--- src/rtl/adcv_pkg.sv ---
// -----------------------------------------------------------------------------
// adcv_pkg
// Shared definitions for the ramp/TDC ADC conversion sequencer:
//   - default code width, averaging depth and settle count
//   - sequencer state encoding
//   - saturation detect for raw TDC codes
// -----------------------------------------------------------------------------
package adcv_pkg;

  localparam int ADCV_CODE_BITS      = 7;
  localparam int ADCV_AVG_LOG2       = 3;
  localparam int ADCV_SETTLE_DEFAULT = 2;

  typedef enum logic [1:0] {
    ADCV_IDLE   = 2'd0,
    ADCV_SETTLE = 2'd1,
    ADCV_ACCUM  = 2'd2,
    ADCV_OUTPUT = 2'd3
  } adcv_state_e;

  // A code is saturated when it sits on either rail of a bits-wide range.
  // The code is passed zero-extended so one function serves any width <= 16.
  function automatic logic adcv_is_sat(input logic [15:0] code,
                                       input int unsigned bits);
    logic [15:0] full_scale;
    full_scale = 16'((32'd1 << bits) - 32'd1);
    return (code == 16'd0) || (code == full_scale);
  endfunction

endpackage

--- src/rtl/adcv_avg_accum.sv ---
// -----------------------------------------------------------------------------
// adcv_avg_accum
// Running sum, sample counter and saturation flag for one averaging window.
// Ports:
//   clock_i, reset_i : clock, synchronous active-high reset
//   clear_i          : start a fresh window (priority over add_i)
//   add_i            : accumulate code_i this cycle
//   code_i           : raw code to accumulate
//   avg_o            : (sum including code_i) >> AVG_LOG2, truncated
//   sat_o            : sat flag of the window including code_i
//   done_o           : add_i is the last sample of the window
// -----------------------------------------------------------------------------
module adcv_avg_accum
  import adcv_pkg::*;
#(
  parameter int CODE_BITS = ADCV_CODE_BITS,
  parameter int AVG_LOG2  = ADCV_AVG_LOG2
) (
  input  logic                 clock_i,
  input  logic                 reset_i,
  input  logic                 clear_i,
  input  logic                 add_i,
  input  logic [CODE_BITS-1:0] code_i,
  output logic [CODE_BITS-1:0] avg_o,
  output logic                 sat_o,
  output logic                 done_o
);

  // 2^AVG_LOG2 codes of CODE_BITS each cannot exceed CODE_BITS+AVG_LOG2 bits.
  localparam int SUM_W = CODE_BITS + AVG_LOG2;
  localparam int CNT_W = AVG_LOG2 + 1;
  localparam logic [CNT_W-1:0] LAST_IDX = CNT_W'((1 << AVG_LOG2) - 1);

  logic [SUM_W-1:0] acc_q;
  logic [CNT_W-1:0] cnt_q;
  logic             sat_q;
  logic [SUM_W-1:0] sum_d;

  // Result and flag are presented including the current code so the top can
  // register them on the very strobe that completes the window.
  assign sum_d  = acc_q + SUM_W'(code_i);
  assign avg_o  = sum_d[SUM_W-1:AVG_LOG2];
  assign sat_o  = sat_q | adcv_is_sat(16'(code_i), CODE_BITS);
  assign done_o = add_i && (cnt_q == LAST_IDX);

  // NOTE: sequential state is updated with non-blocking assignments so every
  // register sees the pre-edge value of its neighbours.
  always_ff @(posedge clock_i) begin
    if (reset_i || clear_i) begin
      acc_q <= '0;
      cnt_q <= '0;
      sat_q <= 1'b0;
    end else if (add_i) begin
      acc_q <= sum_d;
      cnt_q <= cnt_q + 1'b1;
      sat_q <= sat_o;
    end
  end

endmodule

--- src/rtl/adcv_conv_sequencer.sv ---
// -----------------------------------------------------------------------------
// adcv_conv_sequencer
// Conversion sequencer for the ramp/TDC ADC (48 MHz TDC clock domain).
// Discards SETTLE ramp periods after start, averages 2^AVG_LOG2 raw codes and
// offers the result on a valid/ready handshake; counts strobes dropped while a
// continuous-mode result waits.
// Ports:
//   clock_i, reset_i      : clock, synchronous active-high reset
//   start_i, continuous_i : conversion request, free-running mode select
//   stop_i                : leave continuous mode after the current result
//   raw_code_i/raw_valid_i: TDC code and its per-ramp strobe
//   busy_o                : not IDLE
//   result_o/result_ovr_o : averaged code, saturation seen in the window
//   result_valid_o/result_ready_i : result handshake
//   overrun_cnt_o         : dropped strobes in continuous mode, saturating
// -----------------------------------------------------------------------------
module adcv_conv_sequencer
  import adcv_pkg::*;
#(
  parameter int CODE_BITS = ADCV_CODE_BITS,
  parameter int AVG_LOG2  = ADCV_AVG_LOG2,
  parameter int SETTLE    = ADCV_SETTLE_DEFAULT
) (
  input  logic                 clock_i,
  input  logic                 reset_i,
  input  logic                 start_i,
  input  logic                 continuous_i,
  input  logic                 stop_i,
  input  logic [CODE_BITS-1:0] raw_code_i,
  input  logic                 raw_valid_i,
  output logic                 busy_o,
  output logic [CODE_BITS-1:0] result_o,
  output logic                 result_ovr_o,
  output logic                 result_valid_o,
  input  logic                 result_ready_i,
  output logic [7:0]           overrun_cnt_o
);

  localparam logic [7:0] SETTLE_LAST = 8'((SETTLE > 0) ? SETTLE - 1 : 0);

  adcv_state_e          state_q, state_d;
  logic                 cont_q, cont_d;
  logic                 busy_q, busy_d;
  logic [7:0]           settle_q, settle_d;
  logic [CODE_BITS-1:0] result_q, result_d;
  logic                 ovr_q, ovr_d;
  logic                 valid_q, valid_d;
  logic [7:0]           overrun_q, overrun_d;

  logic                 acc_clear, acc_add, acc_done, acc_sat;
  logic [CODE_BITS-1:0] acc_avg;

  adcv_avg_accum #(
    .CODE_BITS (CODE_BITS),
    .AVG_LOG2  (AVG_LOG2)
  ) u_accum (
    .clock_i (clock_i),
    .reset_i (reset_i),
    .clear_i (acc_clear),
    .add_i   (acc_add),
    .code_i  (raw_code_i),
    .avg_o   (acc_avg),
    .sat_o   (acc_sat),
    .done_o  (acc_done)
  );

  always_comb begin
    // NOTE: every signal driven here gets a default first, so no path leaves
    // it unassigned and no latch is inferred.
    state_d   = state_q;
    cont_d    = cont_q & ~stop_i;
    settle_d  = settle_q;
    result_d  = result_q;
    ovr_d     = ovr_q;
    valid_d   = valid_q;
    overrun_d = overrun_q;
    acc_clear = 1'b0;
    acc_add   = 1'b0;

    unique case (state_q)
      ADCV_IDLE: begin
        if (start_i) begin
          // start together with stop yields a single conversion
          cont_d    = continuous_i & ~stop_i;
          overrun_d = '0;
          settle_d  = '0;
          acc_clear = 1'b1;
          state_d   = (SETTLE > 0) ? ADCV_SETTLE : ADCV_ACCUM;
        end
      end
      ADCV_SETTLE: begin
        if (raw_valid_i) begin
          if (settle_q == SETTLE_LAST) state_d = ADCV_ACCUM;
          else                         settle_d = settle_q + 8'd1;
        end
      end
      ADCV_ACCUM: begin
        acc_add = raw_valid_i;
        if (acc_done) begin
          result_d = acc_avg;
          ovr_d    = acc_sat;
          valid_d  = 1'b1;
          state_d  = ADCV_OUTPUT;
        end
      end
      ADCV_OUTPUT: begin
        // Strobes here are discarded, including the handshake cycle itself.
        if (raw_valid_i && cont_q && (overrun_q != 8'hFF))
          overrun_d = overrun_q + 8'd1;
        if (valid_q && result_ready_i) begin
          valid_d = 1'b0;
          if (cont_q) begin
            acc_clear = 1'b1;
            state_d   = ADCV_ACCUM;
          end else begin
            state_d   = ADCV_IDLE;
          end
        end
      end
      default: state_d = ADCV_IDLE;
    endcase

    busy_d = (state_d != ADCV_IDLE);
  end

  always_ff @(posedge clock_i) begin
    if (reset_i) begin
      state_q   <= ADCV_IDLE;
      cont_q    <= 1'b0;
      busy_q    <= 1'b0;
      settle_q  <= '0;
      result_q  <= '0;
      ovr_q     <= 1'b0;
      valid_q   <= 1'b0;
      overrun_q <= '0;
    end else begin
      state_q   <= state_d;
      cont_q    <= cont_d;
      busy_q    <= busy_d;
      settle_q  <= settle_d;
      result_q  <= result_d;
      ovr_q     <= ovr_d;
      valid_q   <= valid_d;
      overrun_q <= overrun_d;
    end
  end

  assign busy_o         = busy_q;
  assign result_o       = result_q;
  assign result_ovr_o   = ovr_q;
  assign result_valid_o = valid_q;
  assign overrun_cnt_o  = overrun_q;

endmodule

--- config.mk ---
export PLATFORM = sky130hd
export DESIGN_NAME = adcv_conv_sequencer
export DESIGN_NICKNAME = d
export VERILOG_FILES = /design/src/rtl/adcv_pkg.sv /design/src/rtl/adcv_avg_accum.sv /design/src/rtl/adcv_conv_sequencer.sv
export SDC_FILE = /design/constraint.sdc
export NUM_CORES = 1
export LEC_CHECK = 0
export ABC_AREA = 1
export CORE_MARGIN = 2
export CORE_UTILIZATION = 61
export CTS_CLUSTER_DIAMETER = 30
export DETAILED_ROUTE_END_ITERATION = 7
export HOLD_SLACK_MARGIN = 0.03
export PLACE_DENSITY = 0.86
export RECOVER_POWER = 25
export SLEW_MARGIN = 20
export SYNTH_ARGS = -nofsm -noshare
export SYNTH_HDL_FRONTEND = slang
export SYNTH_HIERARCHICAL = 1
export SYNTH_SLANG_ARGS = --single-unit
--- constraint.sdc ---
create_clock -name clock_i -period 3.4 [get_ports clock_i]
set_input_delay 0.51 -clock clock_i [delete_from_list [all_inputs] [get_ports clock_i]]
set_output_delay 0.51 -clock clock_i [all_outputs]
set_load 0.005 [all_outputs]
Word level (Yosys, flattened, before mapping):

Index checks and enable logic that the tools add are counted.

* register bits after elaboration: 44
* bits of input ports: 14
* output and inout bits: 18
* logic and storage cells: 71

* add/sub/neg operators: 4
* equal/unequal tests: 13
* muxes and demuxes: 23
* bitwise operators: 4
* reductions and logical operators: 16

Operators with widths (count)
* $mux W8: 4
* $pmux W8 S2: 2
* $add A8 B1 Y8 const B: 2
* $mux W2: 6
* $ne A2 B2 Y1 const B: 6
* $add A10 B7 Y10: 1
* $eq A8 B1 Y1 const B: 1
* $mux W1: 8
* $ne A8 B8 Y1 const B: 1
* $pmux W2 S4: 1
* $reduce_bool A2 Y1: 4
* $eq A7 B7 Y1 const B: 1
* $logic_not A7 Y1: 1
* $reduce_and A3 Y1: 2
* $add A4 B1 Y4 const B: 1
* $eq A2 B2 Y1 const B: 2
* $eq A4 B3 Y1 const B: 1
* $logic_and A1 B1 Y1: 4
* $pmux W1 S2: 2
* $reduce_and A4 Y1: 1
* $and A1 B1 Y1: 2
* $eq A2 B1 Y1 const B: 1
* $logic_not A2 Y1: 1
* $logic_or A1 B1 Y1: 2
* other kinds (3): 3

Depth between registers and ports, before layout:

* depth after elaboration: 6
* gate-level depth with buffers: 14
* mapped depth without buffers: 12

Cells and area by module:

The synthesis kept the hierarchy.

Modules (own cells, without submodules)
* adcv_conv_sequencer: times used 1, cells an instance 253, area each 1671.6 um^2
* adcv_avg_accum: times used 1, cells an instance 168, area each 1103.6 um^2

Worst setup path after synthesis:

Ideal clock, no wire load.

* path type: input-to-reg
* start: input port raw_code_i[0]
* end: register result_q[5], in the netlist result_o[5]
* library setup time: 116 ps
* arrival: 1862 ps
* required time: 3284 ps
* setup slack: 1422 ps
* stages on the path: 10
* buffers on the path: 1
* path through: ha_1 -> inv_1 -> fa_1 -> o21ai_2 -> nand2_1 -> nand3_1 -> nand2_1 -> buf_4 -> o21ai_0 -> nor2_1

* word-level cells in the longest chain between the ends: 1

RTL lines
* from (decl): line adcv_conv_sequencer.sv:29 `input logic [CODE_BITS-1:0] raw_code_i,`
* $add A10 B7 Y10: line adcv_avg_accum.sv:41 `assign sum_d = acc_q + SUM_W'(code_i);`
* net u_accum.sum_d[8]: line adcv_avg_accum.sv:37 `logic [SUM_W-1:0] sum_d;`
* to (signal assigned): line adcv_conv_sequencer.sv:141 `result_q <= result_d;`
* to (decl): line adcv_conv_sequencer.sv:45 `logic [CODE_BITS-1:0] result_q, result_d;`

The timed path passes the listed nets, and every way through them passes these cells.
A chain may end at the register's enable or synchronous reset.

Worst setup path after layout:

* start: input port raw_code_i[0]
* end: register result_q[5], in the netlist result_o[5]

* word-level cells in the longest chain between the ends: 1

RTL lines
* $add A10 B7 Y10: line adcv_avg_accum.sv:41
* net acc_avg[5]: line adcv_conv_sequencer.sv:51 `logic [CODE_BITS-1:0] acc_avg;`

The timed path passes the listed nets, and every way through them passes these cells.

==> impl_metrics.toml <==
[run_status]
outcome = "complete, no violations"

[power_and_ir_drop]
p_leak_nw = 1.44
pwr_density_cell_nw_per_um2 = 358
peakVddDrop_v = 0.000341

[floorplan]
fp.dieH_um = 71.5
die-area_um2 = 5110
core_area_um2 = 4350
io_pins = 32
initial_core_util_pct = 63.7
rows = 24
dieWidth_um = 71.5

[critical_path]
crit_chain = "clkdlybuf4s50_1, ha_1, inv_1, fa_1, o21ai_2, nand2_1, nand3_1, nand2_1, o21ai_0, nor2_1"
cp-end-kind = "register"
rrSetupSlack_ps = 1190
critPathMaxStageDelay_ps = 510
arrival_ps = 2470
crit_path_start_kind = "primary input"
crit_top_cell = "nand2_1"
crit_slowest_cell = "clkdlybuf4s50_1"
critPathKind = "primary input to register"
crit_required_ps = 3590
cp_max_fo = 3

[grt]
grt-ovfl-total = 0
first_global_vias = 2333
grt.total_usage_pct = 24.4
antenna_found_initial = 0
grt_max_degree = 20
grt_pass1_wl_um = 10100

[cells_and_area]
fillers = 388
multiInputGateArea_um2 = 1560
register_area_um2 = 881
syn_to_final_growth_pct = 12.9
antennaDiodeCount = 0
final_nets = 475
drive_above_1_share_pct = 7.40
stdcell_count = 498

[route]
vias_per_cell = 5.34
wl_per_cell_um = 11.8
postRouteAntennaNets = 0
first_iter_violations = 195
route.detailed.drc = 0
first_pass_iters = 5
postRouteWirelength_um = 5850
routed-via-count = 2657

[hold_path]
hold_path.class = "register to register"

[clock_tree]
cts_tree = "done"
htreeDepth = 2
cts_hold_buf = 0
cts_made_buffers = 5
clk_path_buf_depth = 2
root_buffer = "clkbuf_8"
cts_resized = 0
cts_setup_buffers = 0
insertion_delay_ps = 290
clk_pin_slew_ps = 80
cts.sinks = 44

[timing]
fin_tns_setup_ps = 0
setup_viol = 0
finClkSkew_ps = 4.75
fmax_mhz = 439
timing.hold.ws_ps = 479
drv_slew = 0
period_share_pct = 67.0
rsz0062_at_grt = "no"
max-slew-margin-rel_pct = 60.0
finalCriticalPeriod_ps = 2280
finalHoldViolations = 0
tightest_slew_ps = 599

[synth]
ys_warn_count = 6
synth.avg_cell_area_um2 = 6.59
yosysSeqAreaShare_pct = 31.7
synth_area_um2 = 2780
syn_nets = 451
syn_inst = 421
ys_ff_latch = 44
synth_cell_types = 35

[run]
cap_viol_max_count = 0

[place]
dp_hpwl_um = 4320
portBuffers = 31
dp_cells = 490
place_congestion = 0.902
-- cells in the final DEF (no fill, tap or decap), types with 6 or more instances in the layout --
cell type        Yosys  layout
nand3_1             31      31
dlygate4sd3_1        0      14
clkbuf_8             0       6
inv_1               49      49
a21oi_1             23      23
dfxtp_1             44      44
nor2_1              68      69
nor3_1               6       6
ha_1                15      15
o21ai_0             22      22
clkdlybuf4s50_1      0      17
nand2_1             98      98
-- metrics by stage --
stage	setup WS (ps)	util, %	instance area (µm²)	power, mW
after floorplan	1420	-	2780	0.740
after global placement	921	69.9	3040	0.790
after detailed placement	851	69.9	3040	0.797
after CTS	1140	72.0	3140	1.13
after global routing	962	72.0	3130	1.19
final	1120	72.0	3130	1.12
-- per-layer routing --
layer / global-route usage [%] / vias up / part of all wire (%)
met5: 0 / - / 0
met4: 5.66 / 0 / 1.1
met3: 4.78 / 8 / 5.2
met2: 40.5 / 73 / 47
met1: 32.9 / 1189 / 47
li1: - / 1387 / -
-- cells by family after synthesis --
logic type / synth area share [%]
AOI/OAI and AO/OA: 13.0
adders and majority gates: 7.48
DFF: 31.7
xor gates and xnor gates: 1.89
buffers and inverters: 11.8
and+or+nand+nor: 34.1
-- sequential cells by signal, indices dropped and copies added (netlist names) --
signal          cells
result_o            7
result_valid_o      1
u_accum/acc_q      10
overrun_cnt_o       8
settle_q            8
busy_o              1
result_ovr_o        1
u_accum/sat_q       1
state_q             2
u_accum/cnt_q       4
cont_q              1
-- critical path, delay by kind of cell --
| kind | cells | cell delay [ps] |
|---|---|---|
| buffers and inverters | 2 | 590 |
| AND/OR/NAND/NOR | 4 | 350 |
| adder cells (fa/ha/maj) | 2 | 630 |
| AO/OA/AOI/OAI | 2 | 380 |
-- area by class of cell --
class	count	share of cell area [%]
multi-input combinational	306	49.9
inverter	56	6.79
clock buffer	6	2.64
tap	52	2.08
clock inverter	2	0.319
sequential	44	28.1
timing repair buffer	32	10.1
-- synth_stat cells (all sizes together) --
library cell	number	area share, %
a21boi	1	0.27
nor3	8	1.8
buf	13	3.9
nor4	1	0.23
nand3	34	6.7
o21ai	30	6.0
fa	1	0.72
dfxtp	44	32
ha	15	6.8
xor2	5	1.6
nand3b	1	0.27
nor2	70	9.8
clkinv	2	0.27
a21oi	27	5.4
xnor2	1	0.32
a21o	1	0.27
a22oi	1	0.27
o21bai	2	0.54
clkbuf	2	0.27
nand2	103	14
o21a	1	0.27
inv	54	7.4
nand4	4	0.90
-- path summary, 6_finish.rpt --
kind | start | end | cells past startpoint
hold reg to reg | u_accum/cnt_q[1]$_SDFFE_PP0P_ | u_accum/cnt_q[1]$_SDFFE_PP0P_ | 2
setup reg to reg | state_q[1]$_SDFF_PP0_ | u_accum/acc_q[8]$_SDFFE_PP0P_ | 11
hold / removal | u_accum/cnt_q[1]$_SDFFE_PP0P_ | u_accum/cnt_q[1]$_SDFFE_PP0P_ | 2
setup / recovery | raw_code_i[0] | result_o[5]$_SDFFE_PP0P_ | 10
-- power by group --
group	internal (mW)	switching, mW	total [mW]	leakage (nW)
clock network	0.162	0.171	0.333	0.0510
logic	0.0839	0.153	0.237	1.04
registers	0.533	0.0175	0.550	0.356
total	0.779	0.342	1.12	1.44
Power figures use the tool's default switching activity.
